<file path="config.mk">
export PLATFORM = sky130hd
export DESIGN_NAME = uart_tx_frame
export DESIGN_NICKNAME = d
export VERILOG_FILES = /design/src/rtl/uart_pkg.sv /design/src/rtl/uart_baud_tick.sv /design/src/rtl/uart_tx_frame.sv
export SDC_FILE = /design/constraint.sdc
export NUM_CORES = 1
export LEC_CHECK = 0
export BUFFER_PORTS_ARGS = -buffer_cell sky130_fd_sc_hd__buf_2
export CAP_MARGIN = 5
export CORE_MARGIN = 2
export CORE_UTILIZATION = 30
export DETAILED_ROUTE_END_ITERATION = 10
export SYNTH_ARGS = -nofsm -noshare
export SYNTH_HDL_FRONTEND = slang
export SYNTH_HIERARCHICAL = 1
export SYNTH_SLANG_ARGS = --single-unit
</file>
<file path="constraint.sdc">
create_clock -name clk -period 3.9 [get_ports clk]
set_clock_uncertainty 0.1 [all_clocks]
set_input_delay 0.39 -clock clk [delete_from_list [all_inputs] [get_ports clk]]
set_output_delay 0.39 -clock clk [all_outputs]
set_load 0.02 [all_outputs]
</file>
<file path="src/rtl/uart_pkg.sv">
// Shared UART definitions: transmitter FSM states, parity modes and default baud divisor.
// Imported by the transmitter and the matching receiver.
package uart_pkg;

    // 50 MHz system clock at 115200 baud.
    localparam int unsigned CLKS_PER_BIT_DEFAULT = 434;

    localparam int unsigned PAR_NONE = 0;
    localparam int unsigned PAR_ODD  = 1;
    localparam int unsigned PAR_EVEN = 2;

    typedef enum logic [2:0] {
        StIdle,
        StStart,
        StData,
        StParity,
        StStop
    } uart_tx_state_t;

endpackage

</file>
<file path="src/rtl/uart_baud_tick.sv">
// Bit-period timer: pulses tick on the last cycle of every CLKS_PER_BIT-cycle window while en is high.
// The counter is held at zero whenever en is low, so each frame starts on a fresh bit boundary.
module uart_baud_tick
    import uart_pkg::*;
#(
    parameter int unsigned CLKS_PER_BIT = CLKS_PER_BIT_DEFAULT
) (
    input  logic clk,
    input  logic rst,
    input  logic en,
    output logic tick
);

    localparam int unsigned CntW = $clog2(CLKS_PER_BIT);
    localparam logic [CntW-1:0] CntLast = CntW'(CLKS_PER_BIT - 1);

    if (CLKS_PER_BIT < 2) begin : g_bad_clks
        $error("uart_baud_tick: CLKS_PER_BIT must be at least 2");
    end

    logic [CntW-1:0] cnt_q, cnt_d;

    always_comb begin
        cnt_d = cnt_q;
        if (!en) begin
            cnt_d = '0;
        end else if (cnt_q == CntLast) begin
            cnt_d = '0;
        end else begin
            cnt_d = cnt_q + 1'b1;
        end
    end

    always_ff @(posedge clk) begin
        if (rst) begin
            cnt_q <= '0;
        end else begin
            cnt_q <= cnt_d;
        end
    end

    assign tick = en && (cnt_q == CntLast);

endmodule

</file>
<file path="src/rtl/uart_tx_frame.sv">
// UART frame transmitter: start bit, LSB-first data, optional parity, one or two stop bits.
// One word is accepted per valid/ready handshake; the line idles high.
module uart_tx_frame
    import uart_pkg::*;
#(
    parameter int unsigned CLKS_PER_BIT = CLKS_PER_BIT_DEFAULT,
    parameter int unsigned DATA_BITS    = 8,
    parameter int unsigned PARITY       = PAR_NONE,
    parameter int unsigned STOP_BITS    = 1
) (
    input  logic                 clk,
    input  logic                 rst,
    input  logic [DATA_BITS-1:0] tx_data,
    input  logic                 tx_valid,
    output logic                 tx_ready,
    output logic                 tx,
    output logic                 tx_busy,
    output logic                 tx_done
);

    localparam int unsigned BitW = $clog2(DATA_BITS + 1);
    localparam logic [BitW-1:0] LastData = BitW'(DATA_BITS - 1);
    localparam logic [BitW-1:0] LastStop = BitW'(STOP_BITS - 1);

    if (CLKS_PER_BIT < 2) begin : g_bad_clks
        $error("uart_tx_frame: CLKS_PER_BIT must be at least 2");
    end
    if (DATA_BITS < 5 || DATA_BITS > 8) begin : g_bad_data_bits
        $error("uart_tx_frame: DATA_BITS must be in 5..8");
    end
    if (PARITY > PAR_EVEN) begin : g_bad_parity
        $error("uart_tx_frame: PARITY must be 0 (none), 1 (odd) or 2 (even)");
    end
    if (STOP_BITS != 1 && STOP_BITS != 2) begin : g_bad_stop_bits
        $error("uart_tx_frame: STOP_BITS must be 1 or 2");
    end

    uart_tx_state_t       state_q, state_d;
    logic [DATA_BITS-1:0] shreg_q, shreg_d;
    logic [BitW-1:0]      bit_cnt_q, bit_cnt_d;
    logic                 par_q, par_d;
    logic                 tx_q, tx_d;
    logic                 ready_q, ready_d;
    logic                 busy_q, busy_d;
    logic                 done_q, done_d;
    logic                 tick;
    logic                 handshake;

    assign handshake = tx_valid && ready_q;

    uart_baud_tick #(
        .CLKS_PER_BIT (CLKS_PER_BIT)
    ) u_baud_tick (
        .clk  (clk),
        .rst  (rst),
        .en   (state_q != StIdle),
        .tick (tick)
    );

    always_ff @(posedge clk) begin
        if (rst) begin
            state_q   <= StIdle;
            shreg_q   <= '0;
            bit_cnt_q <= '0;
            par_q     <= 1'b0;
            tx_q      <= 1'b1;
            ready_q   <= 1'b0;
            busy_q    <= 1'b0;
            done_q    <= 1'b0;
        end else begin
            state_q   <= state_d;
            shreg_q   <= shreg_d;
            bit_cnt_q <= bit_cnt_d;
            par_q     <= par_d;
            tx_q      <= tx_d;
            ready_q   <= ready_d;
            busy_q    <= busy_d;
            done_q    <= done_d;
        end
    end

    always_comb begin
        state_d = state_q;
        unique case (state_q)
            StIdle:   if (handshake) state_d = StStart;
            StStart:  if (tick) state_d = StData;
            StData: begin
                if (tick && bit_cnt_q == LastData) begin
                    state_d = (PARITY != PAR_NONE) ? StParity : StStop;
                end
            end
            StParity: if (tick) state_d = StStop;
            StStop:   if (tick && bit_cnt_q == LastStop) state_d = StIdle;
            default:  state_d = StIdle;
        endcase
    end

    // Outputs are registered, so each branch sets the line level for the bit that starts next.
    always_comb begin
        shreg_d   = shreg_q;
        bit_cnt_d = bit_cnt_q;
        par_d     = par_q;
        tx_d      = tx_q;
        ready_d   = ready_q;
        busy_d    = busy_q;
        done_d    = 1'b0;
        unique case (state_q)
            StIdle: begin
                tx_d      = 1'b1;
                ready_d   = 1'b1;
                busy_d    = 1'b0;
                bit_cnt_d = '0;
                if (handshake) begin
                    shreg_d = tx_data;
                    par_d   = (PARITY == PAR_ODD) ? ~^tx_data : ^tx_data;
                    tx_d    = 1'b0;
                    ready_d = 1'b0;
                    busy_d  = 1'b1;
                end
            end
            StStart: begin
                if (tick) begin
                    tx_d      = shreg_q[0];
                    shreg_d   = shreg_q >> 1;
                    bit_cnt_d = '0;
                end
            end
            StData: begin
                if (tick) begin
                    if (bit_cnt_q == LastData) begin
                        bit_cnt_d = '0;
                        tx_d      = (PARITY != PAR_NONE) ? par_q : 1'b1;
                    end else begin
                        bit_cnt_d = bit_cnt_q + 1'b1;
                        tx_d      = shreg_q[0];
                        shreg_d   = shreg_q >> 1;
                    end
                end
            end
            StParity: begin
                if (tick) begin
                    tx_d = 1'b1;
                end
            end
            StStop: begin
                if (tick) begin
                    if (bit_cnt_q == LastStop) begin
                        bit_cnt_d = '0;
                        done_d    = 1'b1;
                        ready_d   = 1'b1;
                        busy_d    = 1'b0;
                    end else begin
                        bit_cnt_d = bit_cnt_q + 1'b1;
                    end
                end
            end
            default: ;
        endcase
    end

    assign tx       = tx_q;
    assign tx_ready = ready_q;
    assign tx_busy  = busy_q;
    assign tx_done  = done_q;

endmodule

</file>
==> impl_metrics.tcl, run 1 <==
set metrics [dict create \
    pre_cts_ws_ns 1.01 \
    netlist_instances 180 \
    p_seq_frac 0.532 \
    synth_xor_area_frac 0.0278 \
    synthTopCellsByArea "dfxtp_1, nand2_1, a311oi_1" \
    netlist_area_um2 1580 \
    slew_violations 0 \
    ys_ff_latch 28 \
    avgViaCountPerCell 5.05 \
    synth-compound-area-share 0.210 \
    irDropWorstVdd_uv 207 \
    cts_sinks 28 \
    synth-simple-area-share 0.325 \
    numPortBuffers 14 \
    worst_setup_path_start_kind "flop" \
    cts_resized 0 \
    clk_pin_slew_ns 0.10 \
    swShare 0.278 \
    p_comb_frac 0.162 \
    synth_top_family_by_area "simple AND/OR/NAND/NOR gates" \
    die-height_um 76.5 \
    setup_viol 0 \
    postRouteAntennaNets 0 \
    synth_top_cells_by_count "dfxtp_1, nand2_1, nor3_1" \
    area_growth_pct 12.1 \
    io_pins 15 \
    power_uw 601 \
    worst_slack_ns 0.974 \
    drive_gt1_frac 0.176 \
    cts_htree_levels 1 \
    tritoncts "done" \
    leakage_uw 0.000559 \
    cts_buffer_depth 2 \
    syn_avg_cell_area_um2 8.76 \
    crit_required_ns 3.95 \
    hold_viol 0 \
    cp-end-kind "flop" \
    drt-initial-drc-count 53 \
    dieArea_um2 5850 \
    post_cts_buffers 0 \
    antenna_found_initial 0 \
    cts_root_buffer "clkbuf_8" \
    nets 209 \
    insertion_delay_ns 0.28 \
    worstPathArrival_ns 2.98 \
    yosys.area.top_type_share 0.356 \
    grt_overflow 0 \
    core_area_um2 5070 \
    ys.flop_type "dfxtp_1" \
    fmax_mhz 342 \
    antenna_cells 0 \
    pwr_density_cell_nw_per_um2 340 \
    hpwl_mm 2.28 \
    synth.most_common_cell "dfxtp_1" \
    synth_warnings 6 \
    grt_pass1_wl_mm 5.69 \
    cap_viol_max_count 0 \
    wl_mm 3.22 \
    synth_edf_count 0 \
    intPower_uw 434 \
    vias 1327 \
    wire_per_inst_um 12.2 \
    rsz0062_at_grt "false" \
    cts_buffers 3 \
    ys_types 50 \
    async_flop_share 0 \
    grt_max_degree 26 \
    initial_core_util 0.311 \
    power_frac_clock 0.306 \
    track_usage 0.116 \
    syn-num-nets 195 \
    first_pass_iters 5 \
    synthAdderAreaFrac 0.0317 \
    muxShareOfSynthArea 0.0127 \
    synth_top_cell_by_area "dfxtp_1" \
    hp-class "in2reg" \
    rows 26 \
    gp_congestion 0.764 \
    cp_max_fo 25 \
    p_sw_uw 167 \
    tns_ns 0 \
    ctsHoldBuffers 0 \
    ys_seq_area_frac 0.356 \
    grt_pass1_vias 1257 \
    drc_errors 0 \
    die_w_um 76.5 \
    timing_worst_setup_path_type "reg2reg" \
    status "completed" \
    tightest_slew_ns 0.855 \
    slew_headroom 0.429 \
    fin_crit_ns 2.93 \
    period_share 0.750 \
]
## layout make-up
cell class | count | area [µm²]
fill | 534 | 3310
sequential | 28 | 561
clock buffer | 4 | 55.1
multi-input combinational | 138 | 956
inverter | 8 | 30.0
tap | 70 | 87.6
timing repair buffer | 15 | 77.6
## metrics by stage
stage               utilization  instances  cell area [µm²]  hold WS, ns
finish                    0.348        263             1770        0.244
global route              0.348        263             1770        0.273
CTS                       0.348        263             1770        0.241
detailed placement        0.337        259             1710        0.350
global placement          0.337        259             1710        0.341
floorplan                     -        180             1580        0.329
## registers in the layout (all words and copies together), names as in the netlist
signal / cells
bit_cnt_q: 4
tx_busy: 1
tx_ready: 1
u_baud_tick/cnt_q: 9
tx_done: 1
tx: 1
shreg_q: 8
state_q: 3
## power groups by stage
| stage | Sequential, µW | Combinational, µW | Clock [µW] |
|---|---|---|---|
| floorplan | 321 | 77.7 | 0 |
| global route | 323 | 110 | 206 |
| CTS | 320 | 98.2 | 192 |
| global placement | 326 | 97.7 | 0 |
| detailed placement | 326 | 97.8 | 0 |
| finish | 320 | 97.3 | 184 |
## logic make-up after synthesis
group,after synthesis
DFF,28
and+or+nand+nor,84
muxes,2
xor gates and xnor gates,5
buffers and inverters,14
adders and majority gates,4
AOI/OAI and AO/OA,43
## worst paths after layout
check | start | to | slack, ns | cells past startpoint
setup / recovery | state_q[2]$_SDFFE_PP0P_ | shreg_q[0]$_SDFFE_PP0P_ | 0.97 | 8
hold / removal | tx_data[7] | shreg_q[7]$_SDFFE_PP0P_ | 0.24 | 3
setup reg to reg | state_q[2]$_SDFFE_PP0P_ | shreg_q[0]$_SDFFE_PP0P_ | 0.97 | 8
hold reg to reg | shreg_q[7]$_SDFFE_PP0P_ | shreg_q[7]$_SDFFE_PP0P_ | 0.36 | 2
## cells in the final DEF (no fill, tap or decap), types with 3 or more instances in the layout
master,netlist,routed
dfxtp_1,28,28
or3_1,6,6
o21ai_0,10,10
clkbuf_8,0,4
nand3_1,5,5
a21boi_0,3,3
a311oi_1,8,8
a21oi_1,8,8
buf_2,3,14
xnor2_1,3,3
ha_1,4,4
nor4b_1,3,3
nand4_1,4,4
nand2_1,20,20
nor2b_1,3,3
nor3_1,12,12
inv_1,7,7
nor2_1,10,10
## layer usage
| layer | wire, µm | share of wire | up-vias | GRT usage |
|---|---|---|---|---|
| met1 | 1550 | 0.48 | 607 | 0.143 |
| met2 | 1510 | 0.47 | 18 | 0.198 |
| li1 | - | - | 698 | - |
| met3 | 125 | 0.039 | 4 | 0.0344 |
| met5 | 0 | 0 | - | 0 |
| met4 | 29 | 0.0090 | 0 | 0.0273 |
## worst max-delay path: stages (launching register included)
cell and delay [ns]:
dfxtp_1 0.89, or3_1 0.24, inv_1 0.06, nor4_1 0.30, buf_4 0.20, inv_1 0.07
or4b_4 0.53, a21oi_4 0.27, a311oi_1 0.14
No activity file was read; power rests on OpenSTA's default activity.
==> inputs of run 2 (changes only) <==
==> constraint.sdc (replaced) <==
create_clock -name clk -period 2.93 [get_ports clk]
set_clock_uncertainty 0.1 [all_clocks]
set_input_delay 0.293 -clock clk [delete_from_list [all_inputs] [get_ports clk]]
set_output_delay 0.293 -clock clk [all_outputs]
set_load 0.02 [all_outputs]
==> impl_metrics.tcl, run 2 (synthesis gave the netlist of run 1 again) <==
set metrics [dict create \
    grt_max_degree 25 \
    cts_resized 0 \
    drc_errors 0 \
    status "completed" \
    final_common_cell "dfxtp_1" \
    area_growth_pct 13.5 \
    tightest_slew_ns 0.554 \
    core_area_um2 5070 \
    drt-initial-drc-count 48 \
    numPortBuffers 14 \
    grt_pass1_wl_mm 5.45 \
    routed.top_layer "met4" \
    irDropWorstVdd_uv 215 \
    tritoncts "done" \
    timing_worst_setup_path_type "reg2reg" \
    die-height_um 76.5 \
    dr_wl_met2_mm 1.48 \
    dr_wl_met3_um 92 \
    wl_mm 3.18 \
    gp_congestion 0.732 \
    cp_max_fo 8 \
    fmax_mhz 408 \
    fin_crit_ns 2.45 \
    tns_ns 0 \
    whs_ns 0.145 \
    initial_core_util 0.311 \
    antenna_cells 0 \
    cp-end-kind "flop" \
    track_usage 0.112 \
    vias 1349 \
    worst_setup_path_start_kind "flop" \
    nets 212 \
    leakage_uw 0.000575 \
    grt_overflow 0 \
    fin_area_um2 1790 \
    wl_met1_mm 1.57 \
    cts_sinks 28 \
    hp-class "in2reg" \
    cts_buffer_depth 2 \
    period_share 0.836 \
    rows 26 \
    final_cell_mix "dfxtp_1, nand2_1, buf_2" \
    setup_viol 0 \
    io_pins 15 \
    first_pass_iters 4 \
    hold_viol 0 \
    clk_pin_slew_ns 0.10 \
    wire_per_inst_um 11.9 \
    cts_root_buffer "clkbuf_8" \
    avgViaCountPerCell 5.07 \
    rsz0062_at_grt "false" \
    crit_required_ns 2.99 \
    antenna_found_initial 0 \
    grt_pass1_vias 1202 \
    top_regs "u_baud_tick/cnt_q (9), shreg_q (8), bit_cnt_q (4)" \
    placed_area_um2 1730 \
    postRouteAntennaNets 0 \
    drive_gt1_frac 0.189 \
    post-place-cells 262 \
    die_w_um 76.5 \
    ctsHoldBuffers 0 \
    insertion_delay_ns 0.28 \
    pwr_density_cell_nw_per_um2 449 \
    cap_viol_max_count 0 \
    slew_headroom 0.628 \
    dieArea_um2 5850 \
    cts_buffers 3 \
    worstPathArrival_ns 2.51 \
    largest_reg_flops 9 \
    post_cts_buffers 0 \
    cts_htree_levels 1 \
    slew_violations 0 \
    stdcell_count 266 \
    top_register "u_baud_tick/cnt_q" \
    hpwl_mm 2.24 \
]
## run 2: changes by cell type in the layout (fill, tap and decap cells not counted), sizes merged
| cell | delta |
|---|---|
| buf | +3 |
## run 2: power by group
part	internal (µW)	total [µW]	switching, µW
registers	401	413	12.5
logic	59.4	145	85.6
clock network	121	244	124
## run 2: stage by stage
stage / power [µW] / utilization / setup slack, ns
final: 803 / 0.353 / 0.481
after global routing: 848 / 0.353 / 0.322
after CTS: 820 / 0.353 / 0.476
after detailed placement: 569 / 0.342 / 0.495
after global placement: 569 / 0.342 / 0.528
after floorplan: 531 / - / 0.160
## run 2: path summary, 6_finish.rpt
| check | depth (start not counted) | slack, ns | from | to |
|---|---|---|---|---|
| max | 7 | 0.48 | u_baud_tick/cnt_q[2]$_SDFF_PP0_ | shreg_q[2]$_SDFFE_PP0P_ |
| min | 3 | 0.15 | tx_data[7] | shreg_q[7]$_SDFFE_PP0P_ |
| max reg2reg | 7 | 0.48 | u_baud_tick/cnt_q[2]$_SDFF_PP0_ | shreg_q[2]$_SDFFE_PP0P_ |
| min reg2reg | 2 | 0.35 | shreg_q[7]$_SDFFE_PP0P_ | shreg_q[7]$_SDFFE_PP0P_ |
## run 2: area by class of cell
class | count | area (µm²)
fill | 557 | 3290
clock buffer | 4 | 55.1
multi-input combinational | 138 | 956
tap | 70 | 87.6
inverter | 8 | 30.0
timing repair buffer | 18 | 100
sequential | 28 | 561
## run 2: worst max-delay path, cell delays in order, from the launching register on
cell      delay [ns]
dfxtp_1         0.37
or3_1           0.43
nor4_1          0.22
buf_4           0.20
inv_1           0.07
or4b_4          0.53
a21oi_4         0.27
a311oi_1        0.14
## run 2: per-layer routing
layer / vias up / track usage
met5: - / 0
met4: 0 / 0.0436
met3: 4 / 0.0296
met2: 13 / 0.186
met1: 632 / 0.139
li1: 700 / -
